[config.mk]
export PLATFORM = sky130hd
export DESIGN_NAME = seq_mult
export DESIGN_NICKNAME = d
export VERILOG_FILES = /design/src/rtl/seq_mult.sv
export SDC_FILE = /design/constraint.sdc
export NUM_CORES = 1
export LEC_CHECK = 0
export BUFFER_PORTS_ARGS = -buffer_cell sky130_fd_sc_hd__buf_2
export CAP_MARGIN = 15
export CORE_ASPECT_RATIO = 1.1
export CORE_MARGIN = 3
export CORE_UTILIZATION = 55
export CTS_BUF_LIST = sky130_fd_sc_hd__clkbuf_2
export CTS_CLUSTER_DIAMETER = 80
export DETAILED_ROUTE_END_ITERATION = 12
export PLACE_DENSITY_LB_ADDON = 0.25
export SLEW_MARGIN = 10
export SYNTH_ARGS = -nofsm -noshare
export SYNTH_HDL_FRONTEND = slang
export SYNTH_SLANG_ARGS = --single-unit
[constraint.sdc]
create_clock -name clk -period 3.07 [get_ports clk]
set_input_delay 0.4605 -clock clk [delete_from_list [all_inputs] [get_ports clk]]
set_output_delay 0.4605 -clock clk [all_outputs]
set_load 0.005 [all_outputs]
[src/rtl/seq_mult.sv]
// seq_mult: radix-2 shift-add multiplier, one partial product per clock.
// Optional signed mode works on magnitudes and negates the result in FIX.
module seq_mult #(
  parameter int WIDTH     = 8,
  parameter bit SIGNED_EN = 1'b1
) (
  input  logic                 clk,
  input  logic                 rst_n,
  input  logic                 start,
  input  logic                 is_signed,
  input  logic [WIDTH-1:0]     a,
  input  logic [WIDTH-1:0]     b,
  output logic                 busy,
  output logic                 done,
  output logic [2*WIDTH-1:0]   product
);

  localparam int PW = 2 * WIDTH;
  localparam int CW = $clog2(WIDTH + 1);

  localparam logic [WIDTH-1:0] ONE_W  = WIDTH'(1);
  localparam logic [PW-1:0]    ONE_P  = PW'(1);
  localparam logic [CW-1:0]    CNT_LD = CW'(WIDTH);
  localparam logic [CW-1:0]    CNT_1  = CW'(1);

  typedef enum logic [1:0] {
    S_IDLE,
    S_RUN,
    S_FIX,
    S_DONE
  } state_t;

  state_t r_state;
  state_t w_next;

  logic [PW-1:0]    r_mcand;
  logic [WIDTH-1:0] r_mplier;
  logic [PW-1:0]    r_acc;
  logic [CW-1:0]    r_cnt;
  logic             r_neg;
  logic [PW-1:0]    r_prod;

  logic             w_sgn;
  logic             w_a_neg;
  logic             w_b_neg;
  logic [WIDTH-1:0] w_a_mag;
  logic [WIDTH-1:0] w_b_mag;
  logic             w_accept;
  logic [PW-1:0]    w_acc_add;
  logic [PW-1:0]    w_fixed;

  // signed mode only exists when the build enables it
  generate
    if (SIGNED_EN) begin : g_sgn
      assign w_sgn = is_signed;
    end else begin : g_uns
      assign w_sgn = 1'b0;
    end
  endgenerate

  assign w_a_neg = w_sgn & a[WIDTH-1];
  assign w_b_neg = w_sgn & b[WIDTH-1];

  // -2^(W-1) negates to itself, which reads back as +2^(W-1) unsigned
  assign w_a_mag = w_a_neg ? (~a + ONE_W) : a;
  assign w_b_mag = w_b_neg ? (~b + ONE_W) : b;

  assign w_accept  = (r_state == S_IDLE) && start;
  assign w_acc_add = r_acc + r_mcand;
  assign w_fixed   = r_neg ? (~r_acc + ONE_P) : r_acc;

  // state register
  always_ff @(posedge clk or negedge rst_n) begin
    if (!rst_n) begin
      r_state <= S_IDLE;
    end else begin
      r_state <= w_next;
    end
  end

  // next-state: RUN lasts exactly WIDTH cycles
  always_comb begin
    w_next = r_state;
    unique case (r_state)
      S_IDLE: if (start) w_next = S_RUN;
      S_RUN:  if (r_cnt == CNT_1) w_next = S_FIX;
      S_FIX:  w_next = S_DONE;
      S_DONE: w_next = S_IDLE;
      default: w_next = S_IDLE;
    endcase
  end

  // operand capture and shift-add iteration
  always_ff @(posedge clk or negedge rst_n) begin
    if (!rst_n) begin
      r_mcand  <= '0;
      r_mplier <= '0;
      r_acc    <= '0;
      r_cnt    <= '0;
      r_neg    <= 1'b0;
    end else if (w_accept) begin
      r_mcand  <= {{WIDTH{1'b0}}, w_a_mag};
      r_mplier <= w_b_mag;
      r_acc    <= '0;
      r_cnt    <= CNT_LD;
      r_neg    <= w_a_neg ^ w_b_neg;
    end else if (r_state == S_RUN) begin
      if (r_mplier[0]) begin
        r_acc <= w_acc_add;
      end
      r_mcand  <= r_mcand << 1;
      r_mplier <= r_mplier >> 1;
      r_cnt    <= r_cnt - CNT_1;
    end
  end

  // result register, written only in FIX
  always_ff @(posedge clk or negedge rst_n) begin
    if (!rst_n) begin
      r_prod <= '0;
    end else if (r_state == S_FIX) begin
      r_prod <= w_fixed;
    end
  end

  assign busy    = (r_state == S_RUN) || (r_state == S_FIX);
  assign done    = (r_state == S_DONE);
  assign product = r_prod;

endmodule

# ---- Word-level counts from Yosys, hierarchy flattened
# Index checks and enable logic that the tools add are counted.
dict set report totals {
  wordCells 46
  output_inout_bits 18
  register_bits 63
  input_bits 20
}
dict set report classes {
  n_eq_ne 6
  n_reduce_logical 7
  addsub 5
  muxes 15
  n_bitwise 6
}
# cell count
set ops {}
lappend ops {{two-way mux 16 bit} 6}
lappend ops {{two-way mux 8 bit} 4}
lappend ops {{adder 16 x 1 -> 16 bit, second input constant} 1}
lappend ops {{adder 16 bit} 1}
lappend ops {{adder 8 x 1 -> 8 bit, second input constant} 2}
lappend ops {{inverter 16 bit} 1}
lappend ops {{inverter 8 bit} 2}
lappend ops {{two-way mux 4 bit} 2}
lappend ops {{one-hot mux 2 bit (4 select lines)} 1}
lappend ops {{== test 2 bit, second input constant} 2}
lappend ops {{== test 4 x 1 -> 1 bit, second input constant} 1}
lappend ops {{two-way mux 2 bit} 2}
lappend ops {{!= test 2 bit, second input constant} 2}
lappend ops {{AND reduction 2 bit} 2}
lappend ops {{nonzero test 2 bit} 2}
lappend ops {{subtractor 4 x 1 -> 4 bit, second input constant} 1}
lappend ops {{bitwise AND 1 bit} 2}
lappend ops {{== test 2 x 1 -> 1 bit, second input constant} 1}
lappend ops {{logical NOT 2 bit} 1}
lappend ops {{logical AND 1 bit} 1}
lappend ops {{logical OR 1 bit} 1}
lappend ops {{XOR 1 bit} 1}

# ---- Depth between registers and ports, before layout
dict set report depth {
  ltp_word 4
  ltp_mapped 9
}

# ---- Least setup slack after synthesis
# No wires, ideal clock.
dict set report synth_path {
  kind {register -> register}
  from {register r_acc[0]}
  to {register r_acc[14]}
  slack_ns 0.883
  required_ns 2.924
  arrival_ns 2.041
  path_stages_with_launch 9
  period_less_slack_ns 2.187
  cell_sequence {dfrtp_1 -> ha_1 -> fa_1 -> a211oi_1 -> o21ai_0 -> o211ai_1 -> a211oi_1 -> mux2i_1 -> o311ai_0}
}
dict set report synth_between {
  elab_chain_cells 4
}
# item line
set synth_lines {}
lappend synth_lines {{start: declaration} 38} ;# logic [PW-1:0] r_acc;
lappend synth_lines {{start signal: assignment} 109} ;# r_acc <= w_acc_add;
lappend synth_lines {{adder 16 bit} 69} ;# assign w_acc_add = r_acc + r_mcand;
lappend synth_lines {{two-way mux 16 bit} 108} ;# if (r_mplier[0]) begin
lappend synth_lines {{two-way mux 16 bit} 107} ;# end else if (r_state == S_RUN) begin
lappend synth_lines {{two-way mux 16 bit} 101} ;# end else if (w_accept) begin
# Every way passes these cells. The select of a mux whose other input is x is not followed.
# A chain may end at the register's enable or synchronous reset.

# ---- Worst setup path in the final report
# Ends and elaborated chain as after synthesis.

==> results.cfg <==
[setup_path]
required_ns = 3.41
r2r-end = r_acc[14]$_DFFE_PN0P_
crit_family = compound AO/OA/AOI/OAI gates
max_stage_delay_ns = 0.49
cp.buffers_inverters = 0
startpoint_type = flip-flop
crit_chain = ha_1 > fa_1 > a211oi_1 > o21ai_0 > o211ai_1 > a211oi_1 > mux2i_1 > o311ai_0
cp_common_cell = a211oi_1
rr_worst_depth = 8
end_kind = flip-flop
crit_type = reg2reg
crit_arrival_ns = 2.86
r2r-start = r_acc[0]$_DFFE_PN0P_
rrSetupSlack_ns = 0.55
cp_max_fo = 7
crit_slowest_cell = dfrtp_1

[die]
rows = 31
die-area_sq_um = 8120
core_region_area_sq_um = 6710
ios = 38
die_w_um = 86.2
die-height_um = 94.2
start_util = 0.580

[status]
status = completed

[power]
power.leakage_nw = 2.10
swShare = 0.423
p_int_mw = 2.37
p_clk_frac = 0.135
fin_total_pwr_mw = 4.11
p_per_area_nw_per_um2 = 958
p_seq_frac = 0.365
ir_worst_vdd_uv = 460
power_frac_comb = 0.500
p_switching_mw = 1.74

[sta]
finalClockSkew_ns = 0.0214
tightest_slew_ns = 0.918
setup_ws_ns = 0.549
holdWs_ns = 0.104
max_slew_margin = 0.388
period_needed_ns = 2.52
slew_violations = 0
finalCritPeriodShare = 0.821
tns_ns = 0
setup_viol = 0
max_freq_mhz = 397
hold_viol_final = 0
rsz0062_at_grt = no

[flow_run]
maxCapViolations = 0

[clocking]
post_cts_buffers = 0
cts.path.max_buffers = 2
cts.clk_slew.worst_paths_ns = 0.18
cts-htree-levels = 3
clock-sinks = 63
cts_buffers = 9
clock_latency_ns = 0.46
cts_tree = yes
cts_resized = 0
cts_root_buf = clkbuf_2
cts_hold_buf = 0

[route]
dr_wl_met2_mm = 3.51
m1WireLength_mm = 3.65
vias_per_cell = 5.68
detail_route.iter0.violations = 159
vias = 3098
drc_errors = 0
wl_per_cell_um = 14.0
top_layer = met4
firstDrtPassIters = 4
drt-total-wl_mm = 7.65
met3WireLength_um = 326
antenna_left = 0

[placed_design]
portBuffers = 37
dp_cells = 528
dpl_cell_area_sq_um = 4160
gpl.final_weighted_congestion = 0.942
hpwl_mm = 5.66
post-place-ws_ns = 0.607

[layout]
fin_util = 0.640
syn_to_final_growth_pct = 10.5
final_nets = 504
multi_input_area_sq_um = 2200
seq_area_sq_um = 1580
fin_cells = 545
diodes = 0
layout_common_cells = 63 x dfrtp_1, 47 x nand2_1, 42 x nor2_1
drive_gt1_frac = 0.149
fill_cells = 571
fin_area_sq_um = 4300
layout.cells.most_common = dfrtp_1

[synthesis]
synth-edff-count = 0
ys_seq_area_frac = 0.405
synth.avg_cell_area_sq_um = 9.28
synth_cells = 419
synth-seq-cells = 63
async_reset_ff_frac = 1.00
syn-num-nets = 465
synth_area_sq_um = 3890
yosys_most_used_dff = dfrtp_1
synth_cell_type_count = 43
yosys_warnings = 0

[grt]
grt_max_degree = 42
grt_pass1_wl_mm = 13.2
grt_pass1_vias = 2919
grt_overflow_total = 0
grt_antenna_before_repair = 0
track_usage = 0.202

[hold_path]
worstHoldPathType = in2async
power by group through the flow:
stage	Clock, mW	Sequential, mW	Combinational (mW)
after global placement	0	1.50	1.99
final	0.557	1.50	2.06
after CTS	0.570	1.50	2.05
after floorplan	0	1.43	1.60
after global routing	0.599	1.55	2.34
after detailed placement	0	1.52	2.04
area by class of cell:
cell class,instances,share of cell area
inverters,13,0.0114
flip-flops and latches,63,0.367
multi-input cells,327,0.513
repair buffers,44,0.0553
clock inverters,5,0.0169
clock buffers,11,0.0128
well taps,82,0.0239
sequential cells by signal (all words and copies together) (netlist names):
register and count:
product 16, r_acc 16, r_mcand 16, r_mplier 8
r_cnt 4, r_state 2, r_neg 1
Yosys cell counts, types with 2 or more instances:
cell type  number  area, sq um
dfrtp_1        63         1580
nand2_1        47          176
nor2_1         42          158
o21ai_0        41          205
a21oi_1        27          135
ha_1           25          313
mux2i_1        23          230
xor2_1         22          193
inv_1          13         48.8
clkbuf_1       12         45.0
xnor2_1        12          105
a211oi_1       10         75.1
a21o_1          7         52.6
mux2_2          7         78.8
nand3_1         7         35.0
nor3_1          7         35.0
o31ai_1         6         45.0
a22o_1          4         35.0
and3_1          4         25.0
o41ai_1         4         35.0
a31oi_1         3         18.8
buf_1           3         11.3
nor2b_1         3         18.8
o211ai_1        3         22.5
nand3b_1        2         15.0
nor4_1          2         12.5
o21a_1          2         15.0
o311ai_0        2         17.5
or4_4           2         22.5
layer usage:
layer / track usage / vias up
met3: 0.0333 / 15
met5: 0 / -
li1: - / 1569
met2: 0.321 / 74
met1: 0.270 / 1440
met4: 0.0883 / 0
worst max path at each step:
stage	to	slack, ns	depth (start not counted)	start
after floorplan	r_acc[14]$_DFFE_PN0P_	0.88	8	r_acc[0]$_DFFE_PN0P_
after global placement	r_acc[14]$_DFFE_PN0P_	0.66	8	r_acc[0]$_DFFE_PN0P_
after CTS	r_acc[14]$_DFFE_PN0P_	0.57	8	r_acc[0]$_DFFE_PN0P_
final	r_acc[14]$_DFFE_PN0P_	0.55	8	r_acc[0]$_DFFE_PN0P_
after detailed placement	r_acc[14]$_DFFE_PN0P_	0.61	8	r_acc[0]$_DFFE_PN0P_
after global routing	r_acc[15]$_DFFE_PN0P_	0.36	7	r_acc[1]$_DFFE_PN0P_
worst reg2reg max path: stages, from the launching register on:
cell and delay, ns:
dfrtp_1 0.49, ha_1 0.25, fa_1 0.43, a211oi_1 0.39, o21ai_0 0.23, o211ai_1 0.18, a211oi_1 0.13, mux2i_1 0.16
o311ai_0 0.14
logic make-up (layout without fill, tap and decap cells):
kind of cell    after synthesis  after routing  share of synthesized area
simple gates                123            123                      0.142
compound gates              114            114                      0.183
flops                        63             63                      0.405
xor+xnor                     34             34                     0.0766
mux                          30             30                     0.0794
buf+inv                      29             73                     0.0283
fa+ha+maj                    26             26                     0.0856
Power figures use the tool's default switching activity.
